===== src/rtl/machine_mode_types_1_11_pkg.sv =====
// Machine-mode (priv spec 1.11) types: trap sequencer state, event kinds,
// synchronous exception cause codes and the priority-encoder result bundle.
package machine_mode_types_1_11_pkg;

    typedef enum logic [1:0] {
        StIdle,
        StDrain,
        StCommit,
        StRedirect
    } trap_state_t;

    typedef enum logic [1:0] {
        KindExc,
        KindIntr,
        KindRet
    } trap_kind_t;

    localparam logic [30:0] CauseInsnMisaligned  = 31'd0;
    localparam logic [30:0] CauseInsnFault       = 31'd1;
    localparam logic [30:0] CauseIllegalInsn     = 31'd2;
    localparam logic [30:0] CauseBreakpoint      = 31'd3;
    localparam logic [30:0] CauseLoadMisaligned  = 31'd4;
    localparam logic [30:0] CauseLoadFault       = 31'd5;
    localparam logic [30:0] CauseStoreMisaligned = 31'd6;
    localparam logic [30:0] CauseStoreFault      = 31'd7;
    localparam logic [30:0] CauseEcallM          = 31'd11;

    typedef struct packed {
        logic        valid;
        logic [30:0] cause;
        logic        is_ext;
    } trap_pri_t;

    // Width of the extension index; kept at least 1 so a single extension
    // still gets a legal port.
    function automatic int unsigned ext_width(int unsigned n);
        return (n > 1) ? $clog2(n) : 1;
    endfunction

    // Interrupts, breakpoints and ecall carry no trap value. Extension codes
    // are excluded so a small RMGMT_CAUSE_BASE cannot alias 3 or 11.
    function automatic logic mtval_is_zero(trap_kind_t kind, logic [30:0] cause,
                                           logic is_ext);
        return (kind == KindIntr) ||
               (!is_ext && ((cause == CauseBreakpoint) || (cause == CauseEcallM)));
    endfunction

endpackage


===== src/rtl/rv32i_types_pkg.sv =====
// Base RV32I types shared across the core.
package rv32i_types_pkg;

    typedef logic [31:0] word_t;

endpackage


===== src/rtl/prv_trap_priority.sv =====
// Combinational priority encoder for synchronous exceptions.
// Ports:
//   fault_insn .. fault_s : individual exception flags
//   ex_rmgmt, ex_rmgmt_cause : resource-management extension exception + index
//   pri : {valid, cause[30:0], is_ext} of the highest-priority flag
module prv_trap_priority
    import machine_mode_types_1_11_pkg::*;
#(
    parameter int unsigned NUM_EXTENSIONS   = 2,
    parameter int unsigned RMGMT_CAUSE_BASE = 24
) (
    input  logic                                 fault_insn,
    input  logic                                 mal_insn,
    input  logic                                 illegal_insn,
    input  logic                                 breakpoint,
    input  logic                                 env_m,
    input  logic                                 mal_l,
    input  logic                                 fault_l,
    input  logic                                 mal_s,
    input  logic                                 fault_s,
    input  logic                                 ex_rmgmt,
    input  logic [ext_width(NUM_EXTENSIONS)-1:0] ex_rmgmt_cause,
    output trap_pri_t                            pri
);

    always_comb begin
        pri        = '0;
        pri.valid  = 1'b1;
        if (fault_insn) begin
            pri.cause = CauseInsnFault;
        end else if (mal_insn) begin
            pri.cause = CauseInsnMisaligned;
        end else if (illegal_insn) begin
            pri.cause = CauseIllegalInsn;
        end else if (breakpoint) begin
            pri.cause = CauseBreakpoint;
        end else if (env_m) begin
            pri.cause = CauseEcallM;
        end else if (mal_l) begin
            pri.cause = CauseLoadMisaligned;
        end else if (fault_l) begin
            pri.cause = CauseLoadFault;
        end else if (mal_s) begin
            pri.cause = CauseStoreMisaligned;
        end else if (fault_s) begin
            pri.cause = CauseStoreFault;
        end else if (ex_rmgmt) begin
            pri.cause  = 31'(RMGMT_CAUSE_BASE) + 31'(ex_rmgmt_cause);
            pri.is_ext = 1'b1;
        end else begin
            pri.valid = 1'b0;
        end
    end

endmodule


===== src/rtl/prv_trap_sequencer.sv =====
// Machine-mode trap entry / mret sequencer.
// Picks one event in IDLE (exception > enabled interrupt > mret), drains the
// pipeline, commits trap CSRs in a single cycle and redirects fetch.
// Ports:
//   CLK, nRST                : clock, asynchronous active-low reset
//   exception flags, ex_rmgmt*: synchronous exceptions from the pipeline
//   ret                      : mret reached writeback
//   epc, badaddr             : PC and trap value to save
//   intr_req, intr_cause     : pending+enabled interrupt and its code
//   mie_global, mtvec, mepc  : current CSR state
//   pipe_clear               : pipeline is empty
//   flush_req                : drain request (DRAIN/COMMIT/REDIRECT)
//   insert_pc, priv_pc       : fetch redirect strobe and target
//   m*_we, m*_wdata          : CSR writes, one cycle in COMMIT
//   mstatus_push/pop         : MIE/MPIE stack operations
//   intr                     : interrupt-taken pulse
//   busy                     : sequencer not idle
// All outputs decode from registered state only.
module prv_trap_sequencer
    import rv32i_types_pkg::*;
    import machine_mode_types_1_11_pkg::*;
#(
    parameter int unsigned NUM_EXTENSIONS   = 2,
    parameter int unsigned RMGMT_CAUSE_BASE = 24
) (
    input  logic                                 CLK,
    input  logic                                 nRST,
    input  logic                                 fault_insn,
    input  logic                                 mal_insn,
    input  logic                                 illegal_insn,
    input  logic                                 breakpoint,
    input  logic                                 env_m,
    input  logic                                 mal_l,
    input  logic                                 fault_l,
    input  logic                                 mal_s,
    input  logic                                 fault_s,
    input  logic                                 ex_rmgmt,
    input  logic [ext_width(NUM_EXTENSIONS)-1:0] ex_rmgmt_cause,
    input  logic                                 ret,
    input  word_t                                epc,
    input  word_t                                badaddr,
    input  logic                                 intr_req,
    input  logic [4:0]                           intr_cause,
    input  logic                                 mie_global,
    input  word_t                                mtvec,
    input  word_t                                mepc,
    input  logic                                 pipe_clear,
    output logic                                 flush_req,
    output logic                                 insert_pc,
    output word_t                                priv_pc,
    output logic                                 mepc_we,
    output logic                                 mcause_we,
    output logic                                 mtval_we,
    output word_t                                mepc_wdata,
    output word_t                                mcause_wdata,
    output word_t                                mtval_wdata,
    output logic                                 mstatus_push,
    output logic                                 mstatus_pop,
    output logic                                 intr,
    output logic                                 busy
);

    trap_pri_t   pri;
    trap_state_t state_q, state_d;
    trap_kind_t  kind_q, kind_d;
    logic [30:0] cause_q, cause_d;
    logic        ext_q, ext_d;
    word_t       epc_q, epc_d;
    word_t       badaddr_q, badaddr_d;
    word_t       trap_target;

    prv_trap_priority #(
        .NUM_EXTENSIONS   (NUM_EXTENSIONS),
        .RMGMT_CAUSE_BASE (RMGMT_CAUSE_BASE)
    ) u_priority (
        .fault_insn     (fault_insn),
        .mal_insn       (mal_insn),
        .illegal_insn   (illegal_insn),
        .breakpoint     (breakpoint),
        .env_m          (env_m),
        .mal_l          (mal_l),
        .fault_l        (fault_l),
        .mal_s          (mal_s),
        .fault_s        (fault_s),
        .ex_rmgmt       (ex_rmgmt),
        .ex_rmgmt_cause (ex_rmgmt_cause),
        .pri            (pri)
    );

    always_ff @(posedge CLK or negedge nRST) begin
        if (!nRST) begin
            state_q   <= StIdle;
            kind_q    <= KindExc;
            cause_q   <= '0;
            ext_q     <= 1'b0;
            epc_q     <= '0;
            badaddr_q <= '0;
        end else begin
            state_q   <= state_d;
            kind_q    <= kind_d;
            cause_q   <= cause_d;
            ext_q     <= ext_d;
            epc_q     <= epc_d;
            badaddr_q <= badaddr_d;
        end
    end

    // Next state. Events are only sampled in IDLE; a level interrupt that
    // arrives mid-sequence stays pending and is seen once we return here.
    always_comb begin
        state_d   = state_q;
        kind_d    = kind_q;
        cause_d   = cause_q;
        ext_d     = ext_q;
        epc_d     = epc_q;
        badaddr_d = badaddr_q;
        unique case (state_q)
            StIdle: begin
                if (pri.valid) begin
                    kind_d  = KindExc;
                    cause_d = pri.cause;
                    ext_d   = pri.is_ext;
                    state_d = StDrain;
                end else if (intr_req && mie_global) begin
                    kind_d  = KindIntr;
                    cause_d = {26'b0, intr_cause};
                    ext_d   = 1'b0;
                    state_d = StDrain;
                end else if (ret) begin
                    kind_d  = KindRet;
                    cause_d = '0;
                    ext_d   = 1'b0;
                    state_d = StDrain;
                end
                if (state_d == StDrain) begin
                    epc_d     = epc;
                    badaddr_d = badaddr;
                end
            end
            StDrain: begin
                if (pipe_clear) begin
                    state_d = StCommit;
                end
            end
            StCommit:   state_d = StRedirect;
            StRedirect: state_d = StIdle;
            default:    state_d = StIdle;
        endcase
    end

    // Vectored mode (mtvec[1:0] == 01) offsets interrupts only.
    always_comb begin
        trap_target = {mtvec[31:2], 2'b00};
        if ((mtvec[1:0] == 2'b01) && (kind_q == KindIntr)) begin
            trap_target = trap_target + {25'b0, cause_q[4:0], 2'b00};
        end
    end

    always_comb begin
        flush_req    = 1'b0;
        insert_pc    = 1'b0;
        priv_pc      = '0;
        mepc_we      = 1'b0;
        mcause_we    = 1'b0;
        mtval_we     = 1'b0;
        mepc_wdata   = '0;
        mcause_wdata = '0;
        mtval_wdata  = '0;
        mstatus_push = 1'b0;
        mstatus_pop  = 1'b0;
        intr         = 1'b0;
        busy         = (state_q != StIdle);
        unique case (state_q)
            StIdle: ;
            StDrain: flush_req = 1'b1;
            StCommit: begin
                flush_req = 1'b1;
                if (kind_q == KindRet) begin
                    mstatus_pop = 1'b1;
                end else begin
                    mepc_we      = 1'b1;
                    mcause_we    = 1'b1;
                    mtval_we     = 1'b1;
                    mstatus_push = 1'b1;
                    intr         = (kind_q == KindIntr);
                    mepc_wdata   = epc_q;
                    mcause_wdata = {kind_q == KindIntr, cause_q};
                    mtval_wdata  = mtval_is_zero(kind_q, cause_q, ext_q) ? '0 : badaddr_q;
                end
            end
            StRedirect: begin
                flush_req = 1'b1;
                insert_pc = 1'b1;
                priv_pc   = (kind_q == KindRet) ? mepc : trap_target;
            end
            default: ;
        endcase
    end

endmodule


===== config.mk =====
export PLATFORM = sky130hd
export DESIGN_NAME = prv_trap_sequencer
export DESIGN_NICKNAME = d
export VERILOG_FILES = /design/src/rtl/machine_mode_types_1_11_pkg.sv /design/src/rtl/rv32i_types_pkg.sv /design/src/rtl/prv_trap_priority.sv /design/src/rtl/prv_trap_sequencer.sv
export SDC_FILE = /design/constraint.sdc
export NUM_CORES = 1
export LEC_CHECK = 0
export ABC_AREA = 1
export BUFFER_PORTS_ARGS = -buffer_cell sky130_fd_sc_hd__buf_2
export CAP_MARGIN = 20
export CORE_MARGIN = 4
export CORE_UTILIZATION = 51
export CTS_CLUSTER_SIZE = 24
export DETAILED_ROUTE_END_ITERATION = 8
export PLACE_DENSITY = 0.88
export SLEW_MARGIN = 20
export SYNTH_ARGS = -nofsm -noshare
export SYNTH_HDL_FRONTEND = slang
export SYNTH_SLANG_ARGS = --single-unit

===== constraint.sdc =====
create_clock -name CLK -period 3.35 [get_ports CLK]
set_input_delay 0.67 -clock CLK [delete_from_list [all_inputs] [get_ports CLK]]
set_output_delay 0.67 -clock CLK [all_outputs]
set_load 0.05 [all_outputs]

==> summary.md, run 1 <==
| Metric | Value |
|---|---|
| Std-Cell Rows | `39` |
| Root Driver | `clkbuf_16` |
| Total Wirelength | `19.1 mm` |
| VDD IR max | `0.000712 V` |
| Initial core utilization | `52.3%` |
| Die X-Extent | `116 µm` |
| Ys async rst share | `100%` |
| First-pass GRT wire length | `29.0 mm` |
| Setup TNS | `0 ns` |
| Sequence of cells on the critical path | `buf_2 > ha_1 > inv_1 > fa_1 > inv_1 > nand4_1 > nand2_2 > buf_4 > nand2_1 > nand2_1 > nand2_1 > nand2_1 > nand2_1 > a21oi_1 > clkbuf_4` |
| Tot Pwr | `0.00672 W` |
| Total GRT Usage | `26.9%` |
| Synth Cell Area | `6000 µm²` |
| Full die area | `13,600 µm²` |
| TritonCTS Sinks | `74` |
| GPL Wtd Cong | `0.978` |
| Area contributors post-synth | `dfrtp_1 31%, nand2_1 22%, nand3_2 10%` |
| Number of flops mapped to enable cells by yosys | `0` |
| CTS Buf Count | `9` |
| Met1 wire length | `6.96 mm` |
| Buf+Inv Stages, Crit Path | `5` |
| Worst-path clk slew | `0.06 ns` |
| Worst hold path class | `in -> async` |
| # nets final | `1,302` |
| Final setup viols | `0` |
| Wirelength per Cell | `14.9 µm` |
| Top cells by count, synth | `353 x nand2_1, 125 x nor2_1, 74 x dfrtp_1` |
| Fin crit share | `95.8%` |
| Share of layout cells above drive strength 1 | `33.3%` |
| CP Data Required Time | `2.68 ns` |
| Critical path's slowest cell | `fa_1` |
| CP arrival | `2.54 ns` |
| H-tree Lvls | `3` |
| Leading area contributor after synthesis | `dfrtp_1` |
| Relative slew slack | `33.7%` |
| Most frequent cell after synthesis | `nand2_1` |
| Leak | `4.37 nW` |
| Top achievable clock speed | `0.312 GHz` |
| Status | `completed` |
| Register bit total from synthesis | `74` |
| Hold Violations, Final | `0` |
| Predominant post-synthesis flop cell | `dfrtp_1` |
| Top sig layer | `met5` |
| Remaining antenna violation count | `0` |
| Critical path's top delay family | `buffers and inverters` |
| Global route overflow | `0` |
| Post-CTS Hold Buffers | `0` |
| Unrepaired setup endpoints after global routing | `no` |
| Initial antenna violation count | `1` |
| Metal3 WL | `1.97 mm` |
| Element type at the critical path end | `output pin` |
| Clock Skew | `0.00803 ns` |
| CP Launch Type | `primary input` |
| Fin. max-slew vios | `0` |
| Die Y-Extent | `116 µm` |
| Slew @ Worst Pin | `0.994 ns` |
| Ys Warns | `0` |
| Clk_lat worst skew | `0.33 ns` |
| Largest net degree at the start of global routing | `75` |
| WS Path Type | `in -> out` |
| I/O pin count | `287` |
| Drt first pass iters | `6` |
| Port Buffer Count | `260` |
| Final min period | `3.21 ns` |
| Syn Area/Cell | `6.68 µm²` |
| Starting DRT DRC Count | `586` |
| Routed wl met2 | `9.67 mm` |
| Pwr dens | `883 nW/µm²` |
| Area growth, synth to finish | `26.9%` |
| Final core occ | `66.4%` |
| DRC viols | `0` |
| Maxcap violations | `0` |
| Register area share after synthesis | `30.9%` |
| CTS tree | `built` |
| Core area | `11,500 µm²` |
| Distinct cell type count after synthesis | `39` |
| Drt via density | `5.15` |
| Crit Path Max Fanout | `4` |
| Inserted Diodes | `0` |
| Post-Syn Instances | `897` |
| Area share of the largest cell type after synthesis | `30.9%` |
| Number of global-route vias before repair | `6,152` |
| Vias | `6,641` |
| Crit-path max cell delay | `0.38 ns` |
| Post-DP HPWL | `14.3 mm` |
| Max clock buf depth | `2` |
| Crit path top cell by count | `nand2_1` |
-- area by class of cell --
class / instances / area [µm²]
fill: 971 / 3860
clock inverter: 5 / 86.3
multi-input combinational: 709 / 3510
inverter: 67 / 251
tap: 143 / 179
clock buffer: 11 / 253
timing repair buffer: 280 / 1470
sequential: 74 / 1850
-- sequential cells by signal (all words and copies together) (netlist names) --
signal / count
kind_q: 2
badaddr_q: 32
epc_q: 32
cause_q: 5
state_q: 2
ext_q: 1
-- report_power, final --
part | total (W) | internal (W) | leakage [nW] | switching, W
sequential | 0.00157 | 0.00132 | 0.920 | 0.000252
combinational | 0.00408 | 0.00103 | 3.28 | 0.00305
clock | 0.00107 | 0.000696 | 0.166 | 0.000373
-- cells by family (layout without fill, tap and decap cells) --
kind of cell / count (synthesis) / after routing / synth area share, %
buffers and inverters: 139 / 363 / 13.3
xor gates and xnor gates: 7 / 7 / 1.02
adders and majority gates: 11 / 11 / 2.42
AOI/OAI and AO/OA: 60 / 60 / 5.78
and+or+nand+nor: 605 / 605 / 46.6
other: 1 / 26 / 0.0625
DFF: 74 / 74 / 30.9
-- worst paths after layout --
kind                                 end  cells after the start  slack, ns  startpoint
max                          priv_pc[24]                     15       0.14    mtvec[2]
max in group asynchronous     state_q[0]                      1       2.26        nRST
min                         badaddr_q[6]                      1       0.47        nRST
min in group CLK               epc_q[29]                      2       0.47   epc_q[29]
max reg2reg                badaddr_q[10]                      5       1.21  state_q[0]
min reg2reg                    epc_q[29]                      2       0.47   epc_q[29]
-- metal layers --
metal | global-route usage (%) | up-vias
li1 | - | 3245
met1 | 30.7 | 3009
met2 | 48.6 | 343
met3 | 6.94 | 42
met4 | 9.44 | 2
met5 | 0 | -
-- layout by cell type, fill, tap and decap left out, drive strengths merged, types with 4 or more instances in the layout --
cell type  count
a21oi         15
a31oi          4
buf          273
clkbuf        18
clkinv         4
conb          26
dfrtp         74
ha            10
inv           66
nand2        355
nand3        100
nand4          8
nor2         127
o211ai         4
o21ai         33
xnor2          4
-- stage by stage --
| stage | cell area (µm²) | instances | worst slack [ns] | hold WS [ns] |
|---|---|---|---|---|
| after global routing | 7610 | 1289 | 0.000405 | 0.488 |
| after CTS | 7540 | 1287 | 0.0878 | 0.473 |
| after floorplan | 6110 | 922 | 0.0718 | 0.374 |
| after detailed placement | 7200 | 1271 | 0.0913 | 0.458 |
| final | 7610 | 1289 | 0.142 | 0.468 |
| after global placement | 7200 | 1271 | 0.106 | 0.453 |
-- what timing repair did --
item                                    CTS  global route
setup buffers                             0             2
endpoints found under the setup margin    0            12
resized for setup                         0            16
Power figures use the tool's default switching activity.
==> inputs of run 2 (changes only) <==
REMOVE_ABC_BUFFERS = 1   (was unset)
TNS_END_PERCENT = 10   (was unset)
==> summary.md, run 2 (synthesized netlist as in run 1, its figures left out) <==
| Metric | Value |
|---|---|
| Status | `completed` |
| Clock Power Share | `15.3%` |
| Crit path depth | `10` |
| TritonCTS Sinks | `74` |
| Maxcap violations | `0` |
| DRC viols | `0` |
| Critical path's slowest cell | `dfrtp_1` |
| Top flop regs | `badaddr_q x32, epc_q x32, cause_q x5` |
| Most common cell after layout, fill and taps aside | `nand2_1` |
| Largest net degree at the start of global routing | `75` |
| Std-Cell Rows | `39` |
| Initial antenna violation count | `0` |
| # nets final | `1,299` |
| H-tree Lvls | `3` |
| CTS Buf Count | `9` |
| CTS tree | `built` |
| Share of layout cells above drive strength 1 | `32.7%` |
| Drt first pass iters | `7` |
| Hold WS | `0.470 ns` |
| WS Path Type | `reg -> out` |
| Comb pwr share | `61.2%` |
| Sequence of cells on the critical path | `ha_1 > inv_1 > fa_1 > inv_1 > nand4_1 > nand2_2 > nand3_2 > or2_2 > a31oi_1 > buf_4` |
| VDD IR max | `0.000679 V` |
| Unrepaired setup endpoints after global routing | `no` |
| Full die area | `13,600 µm²` |
| R2R depth | `5` |
| Pwr dens | `881 nW/µm²` |
| Port Buffer Count | `260` |
| GPL Wtd Cong | `0.948` |
| Core area | `11,500 µm²` |
| Total GRT Usage | `27.2%` |
| Fin. max-slew vios | `0` |
| P_sw | `0.00366 W` |
| Clock Skew | `0.00539 ns` |
| Die X-Extent | `116 µm` |
| Wirelength per Cell | `14.8 µm` |
| Leak | `4.34 nW` |
| Worst hold path class | `reg -> reg` |
| Remaining antenna violation count | `0` |
| CP Launch Type | `flop` |
| CP Data Required Time | `2.68 ns` |
| Vias | `6,567` |
| Most frequent cells in the layout | `350 x nand2_1, 252 x buf_2, 120 x nor2_1, 74 x dfrtp_1, 64 x inv_1` |
| CP arrival | `2.49 ns` |
| Post-route insts no fill | `1,285` |
| Initial core utilization | `52.3%` |
| Setup TNS | `0 ns` |
| Total Wirelength | `19.0 mm` |
| Post-CTS Setup Bufs | `0` |
| Critical path's top delay family | `simple AND/OR/NAND/NOR gates` |
| Global route overflow | `0` |
| Relative slew slack | `32.2%` |
| Crit Path Max Fanout | `4` |
| Internal power | `0.00300 W` |
| I/O pin count | `287` |
| Buf+Inv Stages, Crit Path | `3` |
| Fill count | `1,028` |
| Hold depth | `2` |
| Starting DRT DRC Count | `552` |
| Clk_lat worst skew | `0.33 ns` |
| Element type at the critical path end | `output pin` |
| Final min period | `3.16 ns` |
| Area of the multi-input gates | `3500 µm²` |
| Inserted Diodes | `0` |
| First-pass GRT wire length | `29.5 mm` |
| Fin crit share | `94.4%` |
| Switching Fraction | `54.9%` |
| Worst-path clk slew | `0.06 ns` |
| Crit-path max cell delay | `0.41 ns` |
| Max clock buf depth | `2` |
| Die Y-Extent | `116 µm` |
| Number of global-route vias before repair | `6,247` |
| Placed cells | `1,270` |
| Root Driver | `clkbuf_16` |
| Crit path top cell by count | `inv_1` |
| Drt via density | `5.11` |
| FF+latch area | `1850 µm²` |
| Post-DP HPWL | `14.4 mm` |
| Seq pwr share | `23.6%` |
| Slew @ Worst Pin | `1.02 ns` |
| Final setup viols | `0` |
| Tot Pwr | `0.00666 W` |
| Area growth, synth to finish | `26.0%` |
| Top achievable clock speed | `0.316 GHz` |
| Hold Violations, Final | `0` |
[run 2: cell type report]
cell class	instances	share of cell area, %
Timing Repair Buffer	277	19.4
Multi-Input combinational cell	709	46.3
Inverter	67	3.33
Sequential cell	74	24.5
Clock buffer	11	3.08
Clock inverter	4	1.01
Tap cell	143	2.37
[run 2: final timing paths]
check,from,slack (ns),end
worst max-delay path,cause_q[0],0.19,priv_pc[12]
worst min-delay path,epc_q[3],0.47,epc_q[3]
worst max register to register,state_q[0],1.21,epc_q[23]
worst min register to register,epc_q[3],0.47,epc_q[3]
max in group asynchronous,nRST,2.25,epc_q[7]
min in group asynchronous,nRST,0.48,badaddr_q[16]
[run 2: routing by layer]
layer / global-route usage, % / vias up / routed length (µm)
li1: - / 3231 / -
met1: 32.5 / 2987 / 7290
met2: 47.3 / 311 / 9480
met3: 6.84 / 38 / 1750
met4: 10.1 / 0 / 501
met5: 0 / - / 0
[run 2: power by group through the flow]
stage	registers [W]	logic [W]	clock network (W)
finish	0.00157	0.00407	0.00102
global route	0.00162	0.00443	0.00106
CTS	0.00157	0.00407	0.00103
detailed placement	0.00157	0.00406	0
global placement	0.00156	0.00399	0
floorplan	0.00150	0.00307	0
[run 2: repair_timing]
action,CTS,global route
gates resized for setup,0,23
endpoints found under the hold margin,0,0
hold buffers,0,0
endpoints found under the setup margin,0,17
[run 2: stage by stage]
step	setup WS, ns	util [%]	cell area, µm²
6_report	0.187	65.9	7560
5_1_grt	0.00701	65.9	7560
4_1_cts	0.0664	65.4	7500
3_5_place_dp	0.0792	62.7	7190
3_3_place_gp	0.0939	62.7	7190
2_1_floorplan	-2.99	-	5550
[run 2: worst reg2reg max path: stages, from the launching register on]
cell	delay, ns
dfrtp_1	0.43
inv_1	0.22
ha_4	0.48
buf_4	0.65
nand3_1	0.19
nand2_1	0.12
==> inputs of run 3 (changes only) <==
CORE_UTILIZATION = 43   (was 51)
PLACE_DENSITY = 0.79   (was 0.88)
clock period = 2.8 ns   (was 3.35 ns; I/O delays follow)
==> summary.md, run 3 (synthesized netlist as in run 1, its figures left out) <==
| Metric | Value |
|---|---|
| Status | `complete, but fails checks` |
| Failing checks | `negative setup slack` |
| Slew @ Worst Pin | `0.935 ns` |
| Most frequent cells in the layout | `349 x nand2_1, 234 x buf_2, 120 x nor2_1, 73 x dfrtp_1, 67 x nand3_2` |
| CTS Buf Count | `9` |
| Clock Skew | `0.00861 ns` |
| Drt first pass iters | `5` |
| Drt via density | `4.91` |
| Element type at the critical path end | `output pin` |
| CP Launch Type | `flop` |
| Tot Pwr | `0.00808 W` |
| # nets final | `1,321` |
| Hold Violations, Final | `0` |
| Top achievable clock speed | `0.336 GHz` |
| Std-Cell Rows | `42` |
| Internal power | `0.00363 W` |
| Unrepaired setup endpoints after global routing | `yes` |
| Reg2reg end | `badaddr_q[22]` |
| Finished Cell Area | `7920 µm²` |
| Pwr dens | `1020 nW/µm²` |
| Critical path's slowest cell | `dfrtp_1` |
| R2R depth | `7` |
| Final min period | `2.98 ns` |
| Sequence of cells on the critical path | `ha_2 > inv_2 > fa_2 > inv_2 > nand4_1 > nand2_2 > nand3_2 > or2_2 > a31oi_1 > buf_4` |
| Number of global-route vias before repair | `6,369` |
| Post-DP HPWL | `14.4 mm` |
| Worst-path clk slew | `0.06 ns` |
| Fin. max-slew vios | `0` |
| VDD IR max | `0.000837 V` |
| CP Data Required Time | `2.24 ns` |
| Crit Path Max Fanout | `4` |
| DRC viols | `0` |
| H-tree Lvls | `3` |
| Crit-path max cell delay | `0.37 ns` |
| Final worst-path setup slack | `-0.177 ns` |
| First-pass GRT wire length | `30.8 mm` |
| WS Path Type | `reg -> out` |
| Placed cell area | `7420 µm²` |
| Relative slew slack | `37.7%` |
| Final setup viols | `13` |
| Share of layout cells above drive strength 1 | `35.5%` |
| Leak | `4.47 nW` |
| Root Driver | `clkbuf_16` |
| Full die area | `15,900 µm²` |
| Top flop regs | `badaddr_q x32, epc_q x32, cause_q x5` |
| Wirelength per Cell | `14.3 µm` |
| Die X-Extent | `126 µm` |
| Maxcap violations | `0` |
| P_sw | `0.00444 W` |
| Max clock buf depth | `2` |
| Most common cell after layout, fill and taps aside | `nand2_1` |
| Vias | `6,589` |
| I/O pin count | `287` |
| TritonCTS Sinks | `74` |
| Area growth, synth to finish | `32.1%` |
| Clock Power Share | `13.5%` |
| Remaining antenna violation count | `0` |
| Core area | `13,500 µm²` |
| CP arrival | `2.42 ns` |
| Crit path top cell by count | `inv_2` |
| Largest net degree at the start of global routing | `75` |
| Starting DRT DRC Count | `431` |
| Worst hold path class | `in -> async` |
| Global route overflow | `0` |
| Fin crit share | `106%` |
| Clk_lat worst skew | `0.34 ns` |
| Port Buffer Count | `260` |
| Comb pwr share | `63.4%` |
| Final core occ | `58.9%` |
| Seq pwr share | `23.1%` |
| Switching Fraction | `55.0%` |
| GPL Wtd Cong | `0.983` |
| Reg2reg setup slack | `0.88 ns` |
| Inserted Diodes | `0` |
| Worst flop-to-flop path startpoint | `state_q[1]` |
| Hold WS | `0.364 ns` |
| Total Wirelength | `19.1 mm` |
| Initial antenna violation count | `0` |
| Setup TNS | `-1.00 ns` |
| Total GRT Usage | `23.4%` |
| Die Y-Extent | `126 µm` |
| Initial core utilization | `44.6%` |
| CTS tree | `built` |
==> run 3: changes by cell type in the layout (fill, tap and decap cells not counted), sizes merged <==
cell	change
buf	+23
clkinv	+2
clkinvlp	+1
clkbuf	-1
bufinv	-2
==> run 3: power by group through the flow <==
stage	clock network (W)	logic, W	registers (W)
3_3_place_gp	0	0.00492	0.00184
5_1_grt	0.00115	0.00556	0.00193
2_1_floorplan	0	0.00365	0.00180
6_report	0.00109	0.00512	0.00187
3_5_place_dp	0	0.00497	0.00187
4_1_cts	0.00111	0.00510	0.00186
==> run 3: worst max path at each step <==
| stage | end | slack (ns) | startpoint | cells after the start |
|---|---|---|---|---|
| 2_1_floorplan | mcause_wdata[1] | -3.43 | state_q[0] | 6 |
| 3_3_place_gp | priv_pc[28] | -0.25 | mtvec[2] | 14 |
| 3_5_place_dp | priv_pc[28] | -0.30 | mtvec[2] | 14 |
| 4_1_cts | priv_pc[12] | -0.12 | cause_q[0] | 10 |
| 5_1_grt | priv_pc[30] | -0.28 | cause_q[0] | 14 |
| 6_report | priv_pc[12] | -0.18 | cause_q[0] | 10 |
==> run 3: what timing repair did <==
item,CTS,global route
setup endpoints to repair,24,36
pin swaps,2,6
resized for setup,46,18
hold buffers,0,0
buffers inserted,1,2
==> run 3: metrics by stage <==
| step | setup WS [ns] | std cells |
|---|---|---|
| after global placement | -0.246 | 1322 |
| after floorplan | -3.43 | 850 |
| final | -0.177 | 1341 |
| after CTS | -0.117 | 1339 |
| after global routing | -0.284 | 1341 |
| after detailed placement | -0.296 | 1322 |
==> run 3: layout make-up <==
class	count	area, µm²
timing repair buffer	299	1750
fill	1282	5530
inverter	67	253
clock inverter	5	37.5
multi-input combinational	709	3560
clock buffer	11	243
sequential	74	1850
tap	176	220
==> run 3: metal layers <==
layer,track usage (%),wire (µm),vias to the layer above
met4,8.45,469,0
li1,-,-,3287
met2,41.0,9400,310
met1,27.5,7390,2956
met3,6.39,1890,36
met5,0,0,-
==> run 3: critical path, delay by kind of cell, from the launching register on <==
family          cells  cell delay [ns]
simple gates        4             0.67
buf+inv             3             0.36
flops               1             0.37
fa+ha+maj           2             0.53
compound gates      1             0.15
